[config.mk]
export PLATFORM = sky130hd
export DESIGN_NAME = cmos_stream_gen
export DESIGN_NICKNAME = d
export VERILOG_FILES = /design/src/rtl/cmos_gen_pkg.sv /design/src/rtl/cmos_gen_pattern.sv /design/src/rtl/cmos_stream_gen.sv
export SDC_FILE = /design/constraint.sdc
export NUM_CORES = 1
export LEC_CHECK = 0
export ABC_AREA = 1
export CAP_MARGIN = 20
export CELL_PAD_IN_SITES_DETAIL_PLACEMENT = 1
export CELL_PAD_IN_SITES_GLOBAL_PLACEMENT = 1
export CORE_MARGIN = 4
export CORE_UTILIZATION = 45
export CTS_BUF_LIST = sky130_fd_sc_hd__clkbuf_16
export DETAILED_ROUTE_END_ITERATION = 6
export PLACE_DENSITY = 0.88
export SKIP_CTS_REPAIR_TIMING = 1
export SLEW_MARGIN = 30
export SYNTH_ARGS = -nofsm -noshare
export SYNTH_HDL_FRONTEND = slang
export SYNTH_SLANG_ARGS = --single-unit
[constraint.sdc]
create_clock -name clk_cmos -period 3.4 [get_ports clk_cmos]
set_input_delay 0.68 -clock clk_cmos [delete_from_list [all_inputs] [get_ports clk_cmos]]
set_output_delay 0.68 -clock clk_cmos [all_outputs]
set_load 0.02 [all_outputs]
[src/rtl/cmos_gen_pkg.sv]
// Shared types and constants for the CMOS sensor stream generator.
// Holds the frame-phase state enum, pattern mode codes and the constants
// for the optional pixel-noise LFSR (enabled by CMOS_GEN_NOISE_EN).
package cmos_gen_pkg;

   typedef enum logic [2:0] {
      IDLE,
      VSYNC,
      VBACK,
      ACTIVE,
      VFRONT
   } state_e;

   localparam logic [1:0] MODE_HRAMP = 2'd0;
   localparam logic [1:0] MODE_VRAMP = 2'd1;
   localparam logic [1:0] MODE_CHECK = 2'd2;
   localparam logic [1:0] MODE_FCNT  = 2'd3;

   // Fibonacci LFSR x^16 + x^14 + x^13 + x^11 + 1: taps at bits 15,13,12,10.
   localparam logic [15:0] LFSR_SEED = 16'hACE1;
   localparam logic [15:0] LFSR_TAPS = 16'hB400;

   function automatic logic [15:0] lfsr_next(input logic [15:0] i_state);
      return {i_state[14:0], ^(i_state & LFSR_TAPS)};
   endfunction

endpackage

[src/rtl/cmos_gen_pattern.sv]
// Combinational test-pattern generator: maps the latched mode, pixel
// coordinates and completed-frame count to one 8-bit gray pixel.
module cmos_gen_pattern
   import cmos_gen_pkg::*;
#(
   parameter int CHK_SHIFT = 3
) (
   input  logic [1:0]  i_mode,
   input  logic [15:0] i_x,
   input  logic [15:0] i_y,
   input  logic [15:0] i_frame_cnt,
   output logic [7:0]  o_pix
);

   logic [15:0] w_xs;
   logic [15:0] w_ys;
   logic        w_chk;

   // Checkerboard square index: parity of the scaled x and y coordinates.
   assign w_xs  = i_x >> CHK_SHIFT;
   assign w_ys  = i_y >> CHK_SHIFT;
   assign w_chk = w_xs[0] ^ w_ys[0];

   // Only the low byte of each coordinate and the square parity are needed.
   logic w_unused_bits;
   assign w_unused_bits = ^{w_xs[15:1], w_ys[15:1], i_x[15:8], i_y[15:8], i_frame_cnt[15:8]};

   // Pixel value selection per pattern mode.
   always_comb begin
      // NOTE: default assigned first so every path drives o_pix and no latch is inferred.
      o_pix = 8'h00;
      case (i_mode)
         MODE_HRAMP: o_pix = i_x[7:0];
         MODE_VRAMP: o_pix = i_y[7:0];
         MODE_CHECK: o_pix = w_chk ? 8'hFF : 8'h00;
         MODE_FCNT:  o_pix = i_frame_cnt[7:0];
         default:    o_pix = 8'h00;
      endcase
   end

endmodule

[src/rtl/cmos_stream_gen.sv]
// CMOS sensor stream transmitter: frame FSM, h/v counters, registered
// vsync/href/data outputs and frame accounting. One pixel per clk_cmos.
// Optional feature macro: CMOS_GEN_NOISE_EN adds LFSR noise on data[1:0].
module cmos_stream_gen
   import cmos_gen_pkg::*;
#(
   parameter int H_ACTIVE  = 1280,
   parameter int H_BLANK   = 244,
   parameter int V_SYNC    = 2,
   parameter int V_BACK    = 8,
   parameter int V_ACTIVE  = 1024,
   parameter int V_FRONT   = 4,
   parameter int CHK_SHIFT = 3
) (
   input  logic        clk_cmos,
   input  logic        rst_n,
   input  logic        gen_en,
   input  logic [1:0]  gen_mode,
   output logic        cmos_vsync,
   output logic        cmos_href,
   output logic [7:0]  cmos_data,
   output logic        frame_done,
   output logic [15:0] frame_cnt
);

   localparam int H_TOTAL = H_ACTIVE + H_BLANK;

   // Timing must fit the 16-bit counters; sync and active phases are mandatory.
   if (H_ACTIVE < 1 || H_BLANK < 1 || H_TOTAL > 65535) begin : g_bad_h
      $error("cmos_stream_gen: horizontal timing out of range");
   end
   if (V_SYNC < 1 || V_SYNC > 65535 || V_ACTIVE < 1 || V_ACTIVE > 65535) begin : g_bad_v
      $error("cmos_stream_gen: V_SYNC/V_ACTIVE out of range");
   end
   if (V_BACK < 0 || V_BACK > 65535 || V_FRONT < 0 || V_FRONT > 65535) begin : g_bad_porch
      $error("cmos_stream_gen: V_BACK/V_FRONT out of range");
   end

   localparam logic [15:0] LP_H_LAST  = 16'(H_TOTAL - 1);
   localparam logic [15:0] LP_H_ACT   = 16'(H_ACTIVE);
   localparam logic [15:0] LP_VS_LAST = 16'(V_SYNC - 1);
   localparam logic [15:0] LP_VB_LAST = 16'(V_BACK - 1);
   localparam logic [15:0] LP_VA_LAST = 16'(V_ACTIVE - 1);
   localparam logic [15:0] LP_VF_LAST = 16'(V_FRONT - 1);

   state_e      r_state;
   state_e      w_state_nxt;
   logic [15:0] r_h;
   logic [15:0] r_v;
   logic [15:0] w_h_nxt;
   logic [15:0] w_v_nxt;
   logic [15:0] w_v_last;
   logic [1:0]  r_mode;
   logic        w_latch;
   logic        w_href;
   logic        w_last;
   logic [7:0]  w_pix;
   logic [7:0]  w_pix_out;

   logic        r_vsync;
   logic        r_href;
   logic [7:0]  r_data;
   logic        r_frame_done;
   logic [15:0] r_frame_cnt;

   // Last line index of the current phase.
   always_comb begin
      w_v_last = 16'h0000;
      case (r_state)
         VSYNC:   w_v_last = LP_VS_LAST;
         VBACK:   w_v_last = LP_VB_LAST;
         ACTIVE:  w_v_last = LP_VA_LAST;
         VFRONT:  w_v_last = LP_VF_LAST;
         default: w_v_last = 16'h0000;
      endcase
   end

   // Next state and counters; zero-length porches are skipped at the phase boundary.
   always_comb begin
      w_state_nxt = r_state;
      w_h_nxt     = r_h + 16'd1;
      w_v_nxt     = r_v;
      if (r_state == IDLE) begin
         w_h_nxt = 16'h0000;
         w_v_nxt = 16'h0000;
         if (gen_en) begin
            w_state_nxt = VSYNC;
         end
      end else if (r_h == LP_H_LAST) begin
         w_h_nxt = 16'h0000;
         if (r_v == w_v_last) begin
            w_v_nxt = 16'h0000;
            case (r_state)
               VSYNC: begin
                  if (V_BACK > 0) w_state_nxt = VBACK;
                  else            w_state_nxt = ACTIVE;
               end
               VBACK: w_state_nxt = ACTIVE;
               ACTIVE: begin
                  if (V_FRONT > 0)  w_state_nxt = VFRONT;
                  else if (gen_en)  w_state_nxt = VSYNC;
                  else              w_state_nxt = IDLE;
               end
               VFRONT: begin
                  if (gen_en) w_state_nxt = VSYNC;
                  else        w_state_nxt = IDLE;
               end
               default: w_state_nxt = IDLE;
            endcase
         end else begin
            w_v_nxt = r_v + 16'd1;
         end
      end
   end

   // Mode is captured only when a new frame begins, so mid-frame changes are ignored.
   assign w_latch = (w_state_nxt == VSYNC) && (r_state != VSYNC);

   assign w_href = (r_state == ACTIVE) && (r_h < LP_H_ACT);
   assign w_last = (r_state == ACTIVE) && (r_v == LP_VA_LAST) && (r_h == LP_H_ACT);

   cmos_gen_pattern #(
      .CHK_SHIFT (CHK_SHIFT)
   ) u_pattern (
      .i_mode      (r_mode),
      .i_x         (r_h),
      .i_y         (r_v),
      .i_frame_cnt (r_frame_cnt),
      .o_pix       (w_pix)
   );

`ifdef CMOS_GEN_NOISE_EN
   logic [15:0] r_lfsr;

   // Noise source steps once per emitted active pixel.
   always_ff @(posedge clk_cmos) begin
      if (!rst_n) begin
         r_lfsr <= LFSR_SEED;
      end else if (w_href) begin
         r_lfsr <= lfsr_next(r_lfsr);
      end
   end

   assign w_pix_out = w_pix ^ {6'b000000, r_lfsr[1:0]};
`else
   assign w_pix_out = w_pix;
`endif

   // FSM state, counters and latched pattern mode.
   always_ff @(posedge clk_cmos) begin
      // NOTE: reset is sampled on the clock edge (synchronous); a mid-frame reset aborts at once.
      if (!rst_n) begin
         r_state <= IDLE;
         r_h     <= 16'h0000;
         r_v     <= 16'h0000;
         r_mode  <= MODE_HRAMP;
      end else begin
         // NOTE: non-blocking assignments so every register samples pre-edge values.
         r_state <= w_state_nxt;
         r_h     <= w_h_nxt;
         r_v     <= w_v_nxt;
         if (w_latch) begin
            r_mode <= gen_mode;
         end
      end
   end

   // Registered outputs, one cycle behind the counters.
   always_ff @(posedge clk_cmos) begin
      if (!rst_n) begin
         r_vsync      <= 1'b0;
         r_href       <= 1'b0;
         r_data       <= 8'h00;
         r_frame_done <= 1'b0;
         r_frame_cnt  <= 16'h0000;
      end else begin
         r_vsync      <= (r_state == VSYNC);
         r_href       <= w_href;
         r_data       <= w_href ? w_pix_out : 8'h00;
         r_frame_done <= w_last;
         if (w_last) begin
            r_frame_cnt <= r_frame_cnt + 16'd1;
         end
      end
   end

   assign cmos_vsync = r_vsync;
   assign cmos_href  = r_href;
   assign cmos_data  = r_data;
   assign frame_done = r_frame_done;
   assign frame_cnt  = r_frame_cnt;

endmodule

==> flow_summary.toml, run 1 <==
[logic_synthesis]
synth_seq_cells = 64
yosys.area_share.simple_pct = 36.8
syn_area_per_cell_um2 = 7.01
synthesis.area_um2 = 3420
synthAdderAreaFrac_pct = 1.46
synth_compound_area_share_pct = 11.4
synth.most_common_cell = "nand2_1"
yosys-top-cells-area = "dfxtp_1 37%, nand2_1 12%, nor2_1 6.5%, inv_1 6.4%, a21oi_1 5.7%"
synth_top_area_share_pct = 37.4
synth_top_family_by_area = "simple AND/OR/NAND/NOR gates"
synth_common_cells = "106 x nand2_1, 64 x dfxtp_1, 59 x nor2_1"
synth-seq-area-share_pct = 37.4
synth.largest_area_cell = "dfxtp_1"
syn_nets = 497
synthMuxAreaShare_pct = 0
netlist-cell-type-count = 41
synth_edf_count = 0
synth_ff_type = "dfxtp_1"
synthXorXnorAreaFrac_pct = 4.10
syn_inst = 488
async_flop_share_pct = 0
yosys_warnings = 0

[detailed_routing]
drtIter0Drc = 185
drc = 0
vias = 3440
ant_nets = 0
wire_per_inst_um = 17.5
drt_wl_total_um = 11000
first_pass_iters = 4
vias_per_cell = 5.48

[sta]
relSlewSlack_pct = 47.9
drv_slew = 0
final.setup.tns_ps = 0
finalHoldViolations = 0
finalCritPeriodShare_pct = 76.4
fin_skew_ps = 6.99
rsz0062_at_grt = "no"
period_needed_ps = 2600
setup_viol = 0
max_freq_ghz = 0.385
max_slew.worst_pin.slew_ps = 779

[placed_design]
dp_hpwl_um = 7950
place_area_um2 = 3830
port_buffers = 31
gp_congestion = 0.897

[power_and_ir_drop]
peakVddDrop_mv = 0.271
swShare_pct = 21.7
leakagePower_nw = 1.46
pwr_density_cell_nw_per_um2 = 457
p_sw_mw = 0.414
p_seq_share_pct = 39.9
clkPwrFrac_pct = 56.2
combPwrFrac_pct = 3.9
intPower_mw = 1.49

[finish]
multi_input_area_um2 = 1840
n_antenna_cell = 0
fillers = 939
nets = 533
regArea_um2 = 1280
final_cell_area_um2 = 4170
drive_gt1_share_pct = 10.6
syn_to_final_growth_pct = 21.9

[clock_tree]
cts_tree = "yes"
cts_buffer_depth = 2
cts_root_buf = "clkbuf_16"
numCtsBuffers = 9
cts_sinks = 64
h-tree-depth = 3
clk_latency_ps = 330
path_clk_slew_ps = 60

[critical_path]
crit_arrival_ps = 2790
cp_max_fo = 13
worstPathRequired_ps = 3590
critPathLaunchType = "flop"
cp-end-kind = "flop"
critPathKind = "flop to flop"

[grt]
grt_max_degree = 17
antenna_found_initial = 0
grt-ovfl-total = 0
grt_usage_pct = 26.2
grt_pass1_vias = 3553
grt_pass1_wl_um = 18300

[worst_hold_path]
hold_path.class = "flop to flop"

[outcome]
outcome = "completed"

[job]
cap_violations = 0

[die]
num_rows = 31
die_w_um = 95.2
io_pins = 32
die_area_um2 = 9060
start_util_pct = 46.7
die_y_um = 95.2
core_area_um2 = 7330
-- through the flow --
step	std cells	setup slack, ps	util, %	power, mW	hold WS, ps
CTS	628	833	56.9	1.91	499
floorplan	488	1680	-	0.825	429
global route	628	531	56.9	1.95	520
detailed placement	612	567	52.2	0.848	485
finish	628	802	56.9	1.91	494
global placement	612	683	52.2	0.844	444
-- critical path, stage by stage (launching register included) --
cell and delay [ps]:
dfxtp_1 510, ha_1 310, nand2_1 80, inv_1 130, nand2_1 70, nor2_1 130, nand4_1 120, nor2_2 500
inv_1 370, nand2_1 160, a21oi_1 70
-- cell type report --
cell class,instances,share of cell area (%)
clock buffers,9,5.40
multi-input cells,347,44.1
inverters,70,6.30
clock inverters,7,2.88
repair buffers,32,7.62
flip-flops and latches,64,30.7
well taps,99,2.97
-- routing by layer --
metal | track usage (%) | wire length (um)
met2 | 45.2 | 5590
met5 | 0 | 0
met4 | 10.6 | 294
met1 | 32.4 | 4650
met3 | 3.95 | 440
-- kinds of logic after synthesis --
kind of cell             after synthesis
AND/OR/NAND/NOR                      259
buffers and inverters                 77
AO/OA/AOI/OAI                         68
flip-flops                            64
XOR/XNOR                              16
adder cells (fa/ha/maj)                4
-- sequential cells by signal (all words and copies together) (netlist names) --
register,flops
frame_cnt,16
r_h,16
r_v,16
cmos_data,8
r_state,3
r_mode,2
cmos_href,1
cmos_vsync,1
frame_done,1
-- power by group through the flow --
| stage | Combinational [mW] | Clock (mW) | Sequential, mW |
|---|---|---|---|
| 2_1_floorplan | 0.0487 | 0 | 0.777 |
| 3_3_place_gp | 0.0673 | 0 | 0.777 |
| 3_5_place_dp | 0.0707 | 0 | 0.777 |
| 4_1_cts | 0.0724 | 1.08 | 0.761 |
| 5_1_grt | 0.0824 | 1.11 | 0.761 |
| 6_report | 0.0735 | 1.07 | 0.761 |
-- cell usage in the layout (no fill, tap or decap), types with 3 or more instances in the layout --
cell type / netlist / final
a211oi_1: 6 / 6
a21oi_1: 39 / 39
a221oi_1: 5 / 5
bufinv_16: 0 / 3
clkbuf_16: 0 / 9
clkdlybuf4s50_1: 0 / 31
dfxtp_1: 64 / 64
ha_1: 4 / 4
inv_1: 58 / 58
inv_2: 12 / 12
nand2_1: 106 / 106
nand2_2: 5 / 5
nand3_1: 22 / 22
nand3_2: 3 / 3
nand4_1: 13 / 13
nor2_1: 59 / 59
nor2_2: 6 / 6
nor3_1: 16 / 16
nor3_2: 5 / 5
nor4_1: 10 / 10
o21ai_0: 10 / 10
xnor2_1: 7 / 7
xor2_1: 9 / 9
-- final timing paths --
path	slack, ps	start	to	cells past startpoint
worst max-delay path	800	r_v[1]$_SDFFE_PP0N_	frame_cnt[6]$_SDFFE_PN0P_	10
worst min-delay path	490	r_h[0]$_SDFF_PP0_	r_h[0]$_SDFF_PP0_	1
worst max register to register	800	r_v[1]$_SDFFE_PP0N_	frame_cnt[6]$_SDFFE_PN0P_	10
worst min register to register	490	r_h[0]$_SDFF_PP0_	r_h[0]$_SDFF_PP0_	1
No activity file was read; power rests on OpenSTA's default activity.
==> run 2: changes to the inputs <==
- CORE_UTILIZATION: 45 -> 41
- PLACE_DENSITY: 0.88 -> 0.82
- clock period: 3.4 -> 2.4 ns (I/O delays scaled with it)
==> run 2 against run 1 <==
  * Non-clock buffer count is 9 higher
  * Via count barely moved
  * Sequential share of layout area decreased by 0.20 points
  * Largest power group unchanged
==> flow_summary.toml, run 2 (synthesis results as in run 1) <==
[finish]
fin_util_pct = 51.4
final_cell_mix = "106 x nand2_1, 64 x dfxtp_1, 59 x nor2_1"
final_cell_area_um2 = 4200
syn_to_final_growth_pct = 22.7
drive_gt1_share_pct = 12.1
final_cells = 643
final_common_cell = "nand2_1"
n_antenna_cell = 0
nets = 542

[grt]
grt_max_degree = 16
grt-ovfl-total = 0
grt_pass1_wl_um = 17600
antenna_found_initial = 0
grt_pass1_vias = 3693
grt_usage_pct = 22.3

[sta]
timing.hold.ws_ps = 471
worst_slack_ps = 293
fin_skew_ps = 6.30
period_needed_ps = 2110
max_freq_ghz = 0.475
rsz0062_at_grt = "no"
finalHoldViolations = 0
setup_viol = 0
relSlewSlack_pct = 54.5
drv_slew = 0
max_slew.worst_pin.slew_ps = 681
finalCritPeriodShare_pct = 87.8
final.setup.tns_ps = 0

[die]
num_rows = 33
die_w_um = 99.4
start_util_pct = 41.9
io_pins = 32
die_area_um2 = 9870
die_y_um = 99.4
core_area_um2 = 8180

[critical_path]
worstPathRequired_ps = 2640
crit_arrival_ps = 2350
timing.critical_path.buf_inv = 2
path_cells = "inv_2 -> nor2_1 -> nand2_1 -> a21oi_1 -> nor2_2 -> nand3_2 -> nand2_1 -> buf_4 -> nor4_2"
critPathMaxStageDelay_ps = 400
cp-end-kind = "flop"
path_common_cell = "nand2_1"
worst_path_max_delay_cell = "dfxtp_1"
cp_max_fo = 8
path_delay_family = "simple AND/OR/NAND/NOR gates"
critPathLaunchType = "flop"
critPathKind = "flop to flop"

[placed_design]
place_area_um2 = 3900
place_inst = 627
dp_hpwl_um = 7930
pre_cts_ws_ps = 306
gp_congestion = 0.894
port_buffers = 31

[detailed_routing]
drc = 0
wire_per_inst_um = 16.3
vias_per_cell = 5.35
drtIter0Drc = 102
first_pass_iters = 4
vias = 3438
drt_wl_total_um = 10500
ant_nets = 0

[power_and_ir_drop]
leakagePower_nw = 1.48
pwr_density_cell_nw_per_um2 = 594
peakVddDrop_mv = 0.317
power_mw = 2.50

[job]
cap_violations = 0

[clock_tree]
clk_latency_ps = 340
cts_tree = "yes"
numCtsBuffers = 9
cts_buffer_depth = 2
cts_root_buf = "clkbuf_16"
h-tree-depth = 3
cts_sinks = 64
path_clk_slew_ps = 60

[worst_hold_path]
hold_path.class = "flop to flop"

[outcome]
outcome = "completed"
run 2: worst reg2reg max path: cells and delay by family (launching register included):
kind / cells / cell delay [ps]
and+or+nand+nor: 6 / 1030
DFF: 1 / 400
AOI/OAI and AO/OA: 1 / 270
buffers and inverters: 2 / 320
run 2: final cells by class:
class	count	area [um2]
Timing Repair Buffer	41	385
Fill cell	1069	3980
Clock inverter	7	72.6
Sequential cell	64	1280
Clock buffer	9	225
Tap cell	105	131
Multi-Input combinational cell	347	1840
Inverter	70	263
run 2: layer usage:
metal | track usage, % | routed length [um] | vias up
li1 | - | - | 1704
met1 | 24.7 | 4360 | 1632
met2 | 41.3 | 5440 | 73
met3 | 3.44 | 310 | 29
met4 | 10.8 | 345 | 0
met5 | 0 | 0 | -
run 2: worst paths after layout:
kind	depth (start not counted)	endpoint	slack (ps)	from
worst max-delay path	9	r_v[7]$_SDFFE_PP0N_	290	r_state[1]$_SDFF_PN0_
worst min-delay path	1	r_h[0]$_SDFF_PP0_	470	r_h[0]$_SDFF_PP0_
worst max register to register	9	r_v[7]$_SDFFE_PP0N_	290	r_state[1]$_SDFF_PN0_
worst min register to register	1	r_h[0]$_SDFF_PP0_	470	r_h[0]$_SDFF_PP0_
run 2: power breakdown:
group	internal, mW	total (mW)	switching, mW
logic	0.0328	0.105	0.0727
clock network	0.803	1.31	0.510
registers	1.07	1.08	0.00770
total	1.91	2.50	0.590
==> run 3: changes to the inputs <==
- SLEW_MARGIN: 30 -> default
==> results of run 3 <==
Same layout as run 2: the final DEF is identical, and so are final timing and power.
